### src/rtl/fetch_unit.sv
`default_nettype none
// ==== fetch_unit : PC, one-outstanding imem request, 2-entry EXEC/skid queue (rev 1.0) ====
module fetch_unit #(
  parameter int                ADDR_W   = 16,
  parameter logic [ADDR_W-1:0] RESET_PC = '0
) (
  input  logic              CLOCK,
  input  logic              RESET,
  output logic [ADDR_W-1:0] IMEM_ADDR,
  output logic              IMEM_REQ,
  input  logic              IMEM_ACK,
  input  logic [15:0]       IMEM_RDATA,
  input  logic              STALL,
  input  logic              BR_TAKEN,
  input  logic [ADDR_W-1:0] BR_TARGET,
  output logic [15:0]       EXEC,
  output logic              EXEC_VALID,
  output logic [ADDR_W-1:0] EXEC_PC
);

  typedef enum logic [1:0] {
    IDLE = 2'd0,
    REQ  = 2'd1,
    DROP = 2'd2
  } state_t;

  state_t            state;
  logic [ADDR_W-1:0] pc;
  logic [15:0]       skid;
  logic [ADDR_W-1:0] skid_pc;
  logic [1:0]        count;

  logic              consume;
  logic              ack_data;
  logic [1:0]        next_count;
  logic              launch;
  logic [ADDR_W-1:0] pc_inc;

  assign consume    = EXEC_VALID & ~STALL;
  assign ack_data   = (state == REQ) & IMEM_ACK;
  assign next_count = count + {1'b0, ack_data} - {1'b0, consume};
  assign launch     = (next_count <= 2'd1);
  assign pc_inc     = pc + ADDR_W'(1);

  // In REQ, pc equals IMEM_ADDR; in DROP, pc is the pending redirect target.
  always_ff @(posedge CLOCK or negedge RESET) begin
    if (!RESET) begin
      state      <= IDLE;
      pc         <= RESET_PC;
      IMEM_ADDR  <= RESET_PC;
      IMEM_REQ   <= 1'b0;
      count      <= 2'd0;
      EXEC       <= 16'h0000;
      EXEC_PC    <= '0;
      EXEC_VALID <= 1'b0;
      skid       <= 16'h0000;
      skid_pc    <= '0;
    end else if (BR_TAKEN) begin
      count      <= 2'd0;
      EXEC_VALID <= 1'b0;
      pc         <= BR_TARGET;
      if (state == REQ && !IMEM_ACK) begin
        state <= DROP;
      end else if (state == DROP && !IMEM_ACK) begin
        state <= DROP;
      end else begin
        state     <= REQ;
        IMEM_REQ  <= 1'b1;
        IMEM_ADDR <= BR_TARGET;
      end
    end else begin
      if (consume) begin
        if (count == 2'd2) begin
          EXEC    <= skid;
          EXEC_PC <= skid_pc;
          if (ack_data) begin
            skid    <= IMEM_RDATA;
            skid_pc <= IMEM_ADDR;
          end
        end else if (ack_data) begin
          EXEC    <= IMEM_RDATA;
          EXEC_PC <= IMEM_ADDR;
        end
      end else if (ack_data) begin
        if (count == 2'd0) begin
          EXEC    <= IMEM_RDATA;
          EXEC_PC <= IMEM_ADDR;
        end else begin
          skid    <= IMEM_RDATA;
          skid_pc <= IMEM_ADDR;
        end
      end
      count      <= next_count;
      EXEC_VALID <= (next_count != 2'd0);

      case (state)
        IDLE: begin
          if (launch) begin
            state     <= REQ;
            IMEM_REQ  <= 1'b1;
            IMEM_ADDR <= pc;
          end
        end
        REQ: begin
          if (IMEM_ACK) begin
            pc <= pc_inc;
            if (launch) begin
              IMEM_ADDR <= pc_inc;
            end else begin
              state    <= IDLE;
              IMEM_REQ <= 1'b0;
            end
          end
        end
        DROP: begin
          if (IMEM_ACK) begin
            state     <= REQ;
            IMEM_ADDR <= pc;
          end
        end
        default: begin
          state    <= IDLE;
          IMEM_REQ <= 1'b0;
        end
      endcase
    end
  end

endmodule
`default_nettype wire

### config.mk
export PLATFORM = sky130hd
export DESIGN_NAME = fetch_unit
export DESIGN_NICKNAME = d
export VERILOG_FILES = /design/src/rtl/fetch_unit.sv
export SDC_FILE = /design/constraint.sdc
export NUM_CORES = 1
export LEC_CHECK = 0
export CAP_MARGIN = 20
export CORE_ASPECT_RATIO = 1.4
export CORE_MARGIN = 2
export CORE_UTILIZATION = 42
export DETAILED_ROUTE_END_ITERATION = 8
export PLACE_DENSITY = 0.66
export SLEW_MARGIN = 5
export SYNTH_ARGS = -nofsm -noshare
export SYNTH_HDL_FRONTEND = slang
export SYNTH_SLANG_ARGS = --single-unit
export TNS_END_PERCENT = 30
### constraint.sdc
create_clock -name CLOCK -period 6.56 [get_ports CLOCK]
set_input_delay 1.312 -clock CLOCK [delete_from_list [all_inputs] [get_ports CLOCK]]
set_output_delay 1.312 -clock CLOCK [all_outputs]
set_load 0.02 [all_outputs]
==> results of run 1 <==
[layer usage]
layer,share of wire,GRT usage
met3,0.036,0.03596
met4,0.015,0.05243
met2,0.51,0.3021
met5,0,0
met1,0.44,0.2305
[synth_stat cells, types with 8 or more instances]
cell type and n:
buf_2 12, a21oi_1 55, nor2_1 58, xnor2_1 14
nand2_1 24, xor2_1 13, o21ai_0 8, dfrtp_1 102
mux2_2 44, mux2i_1 32, nand3_1 11, clkbuf_1 9
[critical path: cells and delay by family]
| kind | cells | cell delay (ps) |
|---|---|---|
| buffers and inverters | 2 | 690 |
| xor gates and xnor gates | 1 | 310 |
| AOI/OAI and AO/OA | 3 | 1010 |
| and+or+nand+nor | 1 | 340 |
| adders and majority gates | 2 | 520 |
| muxes | 1 | 390 |
[per-stage QoR]
stage	util	power, uW	setup WS, ps
finish	0.5347	2943	2185
global route	0.5347	3132	1957
CTS	0.5323	2976	2212
detailed placement	0.5049	2389	1868
global placement	0.5049	2351	1990
floorplan	-	1918	2784
[flip-flops by register name, summed over array words and instances (netlist names)]
signal / cells
IMEM_REQ: 1
EXEC: 16
state: 2
skid_pc: 16
pc: 16
EXEC_VALID: 1
EXEC_PC: 16
IMEM_ADDR: 16
skid: 16
count: 2
[report_power, final]
part	internal [uW]	switching [uW]	total, uW	leakage, uW
registers	907	205	1110	0.00118
clock network	353	222	575	0.000155
logic	631	626	1260	0.00118
total	1890	1050	2940	0.00251
[area by class of cell]
type / count / area (um^2)
repair buffers: 90 / 908.4
well taps: 147 / 183.9
fillers: 1060 / 5500
flip-flops and latches: 102 / 2552
multi-input cells: 332 / 2317
clock buffers: 12 / 256.5
clock inverters: 3 / 67.56
inverters: 9 / 33.78
[kinds of logic after synthesis]
family	count (synthesis)
DFF	102
muxes	78
xor gates and xnor gates	28
adders and majority gates	3
buffers and inverters	42
AOI/OAI and AO/OA	87
and+or+nand+nor	136
[worst max-delay path by stage]
| stage | start | end | slack [ps] |
|---|---|---|---|
| finish | IMEM_ACK | IMEM_ADDR[4] | 2180 |
| global route | STALL | IMEM_ADDR[4] | 1960 |
| CTS | IMEM_ACK | IMEM_ADDR[4] | 2210 |
| detailed placement | IMEM_ACK | IMEM_ADDR[4] | 1870 |
| global placement | IMEM_ACK | IMEM_ADDR[4] | 1990 |
| floorplan | STALL | IMEM_ADDR[6] | 2780 |
==> flow_summary.json, run 1 <==
{
  "ys_warn_count": 0,
  "synth_compound_area_frac": 0.1040,
  "synth-adder-area-share": 0.007358,
  "cp_cell_sequence": "clkdlybuf4s50_1 > and3b_4 > inv_2 > ha_1 > ha_1 > xnor2_2 > o22ai_1 > a21bo_2 > o21ba_2 > mux2_2",
  "synth_top_area_share": 0.5004,
  "cellLeakagePower_uw": 0.002510,
  "vias": 3661,
  "wl_per_cell_um": 16.02,
  "drv_cap": 0,
  "tns_ps": 0,
  "cts_sinks": 102,
  "peakVddDrop_uv": 235.5,
  "status": "completed",
  "cp.arrival_ps": 4600,
  "syn_inst": 476,
  "rsz0062_at_grt": "no",
  "synth.ff_latch_count": 102,
  "hpwl_um": 7800,
  "fmax_ghz": 0.2286,
  "critPathKind": "input pin to flop",
  "async_flop_share": 1.000,
  "cts-htree-levels": 3,
  "max_stage_delay_ps": 580,
  "cp_slowest_cell": "clkdlybuf4s50_1",
  "synth_edf_count": 0,
  "drtAntennaViolNets": 0,
  "fin_skew_ps": 6.412,
  "hp-start": "skid_pc[7]",
  "grt.total_usage": 0.1777,
  "drtIter0Drc": 161,
  "dp_cells": 679,
  "instances_no_fill": 695,
  "period_share": 0.6670,
  "synth_top_family_by_area": "multiplexers",
  "tightest_slew_ps": 1083,
  "synth_xor_area_frac": 0.04955,
  "mostFrequentLayoutCells": "102 x dfrtp_1, 85 x clkdlybuf4s50_1, 58 x nor2_1",
  "cp-end-kind": "flop",
  "rr_endpoint": "IMEM_ADDR[4]",
  "hold_path_end": "skid_pc[7]",
  "worstSetupStartpointType": "input pin",
  "die-area_um2": 13060,
  "power_density_nw_per_um2": 465.7,
  "ys.flop_type": "dfrtp_1",
  "cts_setup_buffers": 0,
  "final_area_um2": 6320,
  "drv_slew": 0,
  "start_util": 0.4316,
  "crit_fanout": 16,
  "finalHoldViolations": 0,
  "core-area_um2": 11820,
  "drt_first_pass_iters": 4,
  "synth.area.mux_share": 0.1658,
  "layout_commonest_cell": "dfrtp_1",
  "synth_nets": 516,
  "diodes": 0,
  "hold_ws_ps": 489.5,
  "synth_top_area_cell": "dfrtp_1",
  "die_height_um": 134.4,
  "grt_pass1_wl_um": 18770,
  "grt_overflow": 0,
  "min_path_cells": 2,
  "ios": 87,
  "hp-class": "flop to flop",
  "placed_cell_area_um2": 5968,
  "cts_made_buffers": 9,
  "grt_max_degree": 85,
  "routed_via_density": 5.268,
  "r2r_cells": 9,
  "ys_seq_area_frac": 0.5004,
  "antenna_found_initial": 0,
  "synth_simple_gate_area_share": 0.1273,
  "cts_tree": "built",
  "synth.distinct_cells": 51,
  "slew_headroom": 0.2779,
  "rows": 47,
  "setup_viol": 0,
  "hold_buffers": 0,
  "syn_avg_cell_area_um2": 10.72,
  "grt_pass1_vias": 3665,
  "layout-drive-gt1-share": 0.1478,
  "worst_path_most_repeated_cell": "ha_1",
  "routed_wl_um": 11140,
  "syn2layout_area_growth_pct": 23.89,
  "ys_top_cells_by_area": "dfrtp_1 50%, mux2_2 9.7%, mux2i_1 6.3%, a21oi_1 5.4%, nor2_1 4.3%",
  "die_w_um": 97.14,
  "cts_resized": 0,
  "reg2reg_from": "state[1]",
  "clock_latency_ps": 330,
  "nNetsFinal": 584,
  "drc": 0,
  "post-route-min-period_ps": 4375,
  "clkTransAtPathRegs_ps": 70,
  "r2r_slack_ps": 3120,
  "numPortBuffers": 86,
  "critPathRequiredTime_ps": 6780,
  "syn_area_um2": 5101,
  "gp_congestion": 0.8872,
  "cts_root_buf": "clkbuf_16",
  "cts_buffer_depth": 2
}
(Power assumes the default switching activity.)
==> run 2: changes to the inputs <==
- clock period: 6.56 -> 4.3 ns (I/O delays scaled with it)
==> run 2 against run 1 <==
  * First-iteration DRC count rose by 6.2%
  * Die area stayed put
  * Clock skew hardly changed
  * Critical endpoint is now IMEM_ADDR[1]
  * Largest power group unchanged
==> flow_summary.json, run 2 (synthesized netlist as in run 1, its figures left out) <==
{
  "mostFrequentLayoutCells": "102 x dfrtp_1, 85 x clkdlybuf4s50_1, 58 x nor2_1",
  "setup_viol": 0,
  "drtIter0Drc": 171,
  "cp-end-kind": "flop",
  "die-area_um2": 13060,
  "cts_made_buffers": 9,
  "power_density_nw_per_um2": 707.2,
  "cts_tree": "built",
  "clkTransAtPathRegs_ps": 60,
  "pre_cts_ws_ps": 395.0,
  "clock_latency_ps": 340,
  "fillers": 1097,
  "critPathLaunch": "IMEM_ACK",
  "drc": 0,
  "crit_fanout": 9,
  "grt_overflow": 0,
  "hp-class": "flop to flop",
  "cp.arrival_ps": 3770,
  "cts_root_buf": "clkbuf_16",
  "cts_sinks": 102,
  "period_share": 0.8267,
  "vias": 3717,
  "layout_commonest_cell": "dfrtp_1",
  "final_util": 0.5357,
  "die_w_um": 97.14,
  "cellLeakagePower_uw": 0.002534,
  "cts_resized": 0,
  "fmax_ghz": 0.2813,
  "syn2layout_area_growth_pct": 24.14,
  "reg2reg_from": "state[1]",
  "drtAntennaViolNets": 0,
  "regArea_um2": 2552,
  "grt_pass1_vias": 3815,
  "tns_ps": 0,
  "start_util": 0.4316,
  "nNetsFinal": 591,
  "slew_headroom": 0.5154,
  "cts_setup_buffers": 0,
  "numPortBuffers": 86,
  "gp_congestion": 0.8406,
  "wl_per_cell_um": 16.22,
  "antenna_found_initial": 0,
  "critPathRequiredTime_ps": 4520,
  "die_height_um": 134.4,
  "routed_wl_um": 11390,
  "cts_buffer_depth": 2,
  "hpwl_um": 8189,
  "layout-drive-gt1-share": 0.1586,
  "final.setup.worst_slack_ps": 745.1,
  "hp-start": "skid_pc[7]",
  "fin_skew_ps": 6.902,
  "rsz0062_at_grt": "no",
  "tightest_slew_ps": 725.4,
  "dp_cells": 687,
  "status": "completed",
  "rows": 47,
  "post-route-min-period_ps": 3555,
  "grt_pass1_wl_um": 19030,
  "drv_cap": 0,
  "worstSetupStartpointType": "input pin",
  "ios": 87,
  "hold_buffers": 0,
  "diodes": 0,
  "instances_no_fill": 702,
  "routed_via_density": 5.295,
  "hold_ws_ps": 481.4,
  "critPathKind": "input pin to flop",
  "multi_input_comb_area_um2": 2317,
  "cts-htree-levels": 3,
  "grt_max_degree": 65,
  "core-area_um2": 11820,
  "grt.total_usage": 0.1795,
  "drt_first_pass_iters": 4,
  "peakVddDrop_uv": 315.0,
  "drv_slew": 0,
  "finalHoldViolations": 0
}
## run 2: cell types whose count changed in the layout (fill, tap and decap cells not counted)
| cell | change |
|---|---|
| clkbuf_8 | -2 |
| buf_4 | +8 |
| clkinv_2 | +3 |
| clkinvlp_4 | -1 |
| buf_16 | -1 |
## run 2: final cells by class
class                           count  share of cell area
Sequential cell                   102              0.4031
Multi-Input combinational cell    332              0.3659
Timing Repair Buffer               97              0.1486
Clock buffer                       10             0.03616
Tap cell                          147             0.02905
Clock inverter                      5             0.01186
Inverter                            9            0.005335
## run 2: worst paths after layout
check                                    end  slack [ps]  cells after the start
worst max-delay path            IMEM_ADDR[1]         750                     10
worst min-delay path              skid_pc[7]         480                      2
worst max register to register  IMEM_ADDR[1]        1220                      9
worst min register to register    skid_pc[7]         480                      2
max in group asynchronous         skid_pc[7]        2910                      2
min in group asynchronous           IMEM_REQ         500                      1
## run 2: routing by layer
layer | part of all wire | vias up | wire length, um | global-route usage
li1 | - | 1818 | - | -
met5 | 0 | - | 0 | 0
met2 | 0.53 | 72 | 6047 | 0.3198
met3 | 0.032 | 11 | 367 | 0.02970
met1 | 0.42 | 1816 | 4840 | 0.2219
met4 | 0.012 | 0 | 135 | 0.05790
## run 2: through the flow
stage / instance area [um^2] / total power (uW)
6_report: 6332 / 4478
5_1_grt: 6332 / 4766
4_1_cts: 6332 / 4529
3_5_place_dp: 6028 / 3673
3_3_place_gp: 6028 / 3607
2_1_floorplan: 5101 / 2926
## run 2: power breakdown
group / switching (uW) / internal, uW / total, uW
Sequential: 322 / 1380 / 1710
Clock: 338 / 504 / 842
Combinational: 956 / 975 / 1930
## run 2: critical path: stages
cell and delay [ps]:
clkdlybuf4s50_1 590, and3b_4 230, inv_2 80, ha_1 280, ha_1 210, xnor2_2 300, o22ai_1 140, a21bo_2 300
o21ba_2 400, mux2_2 370
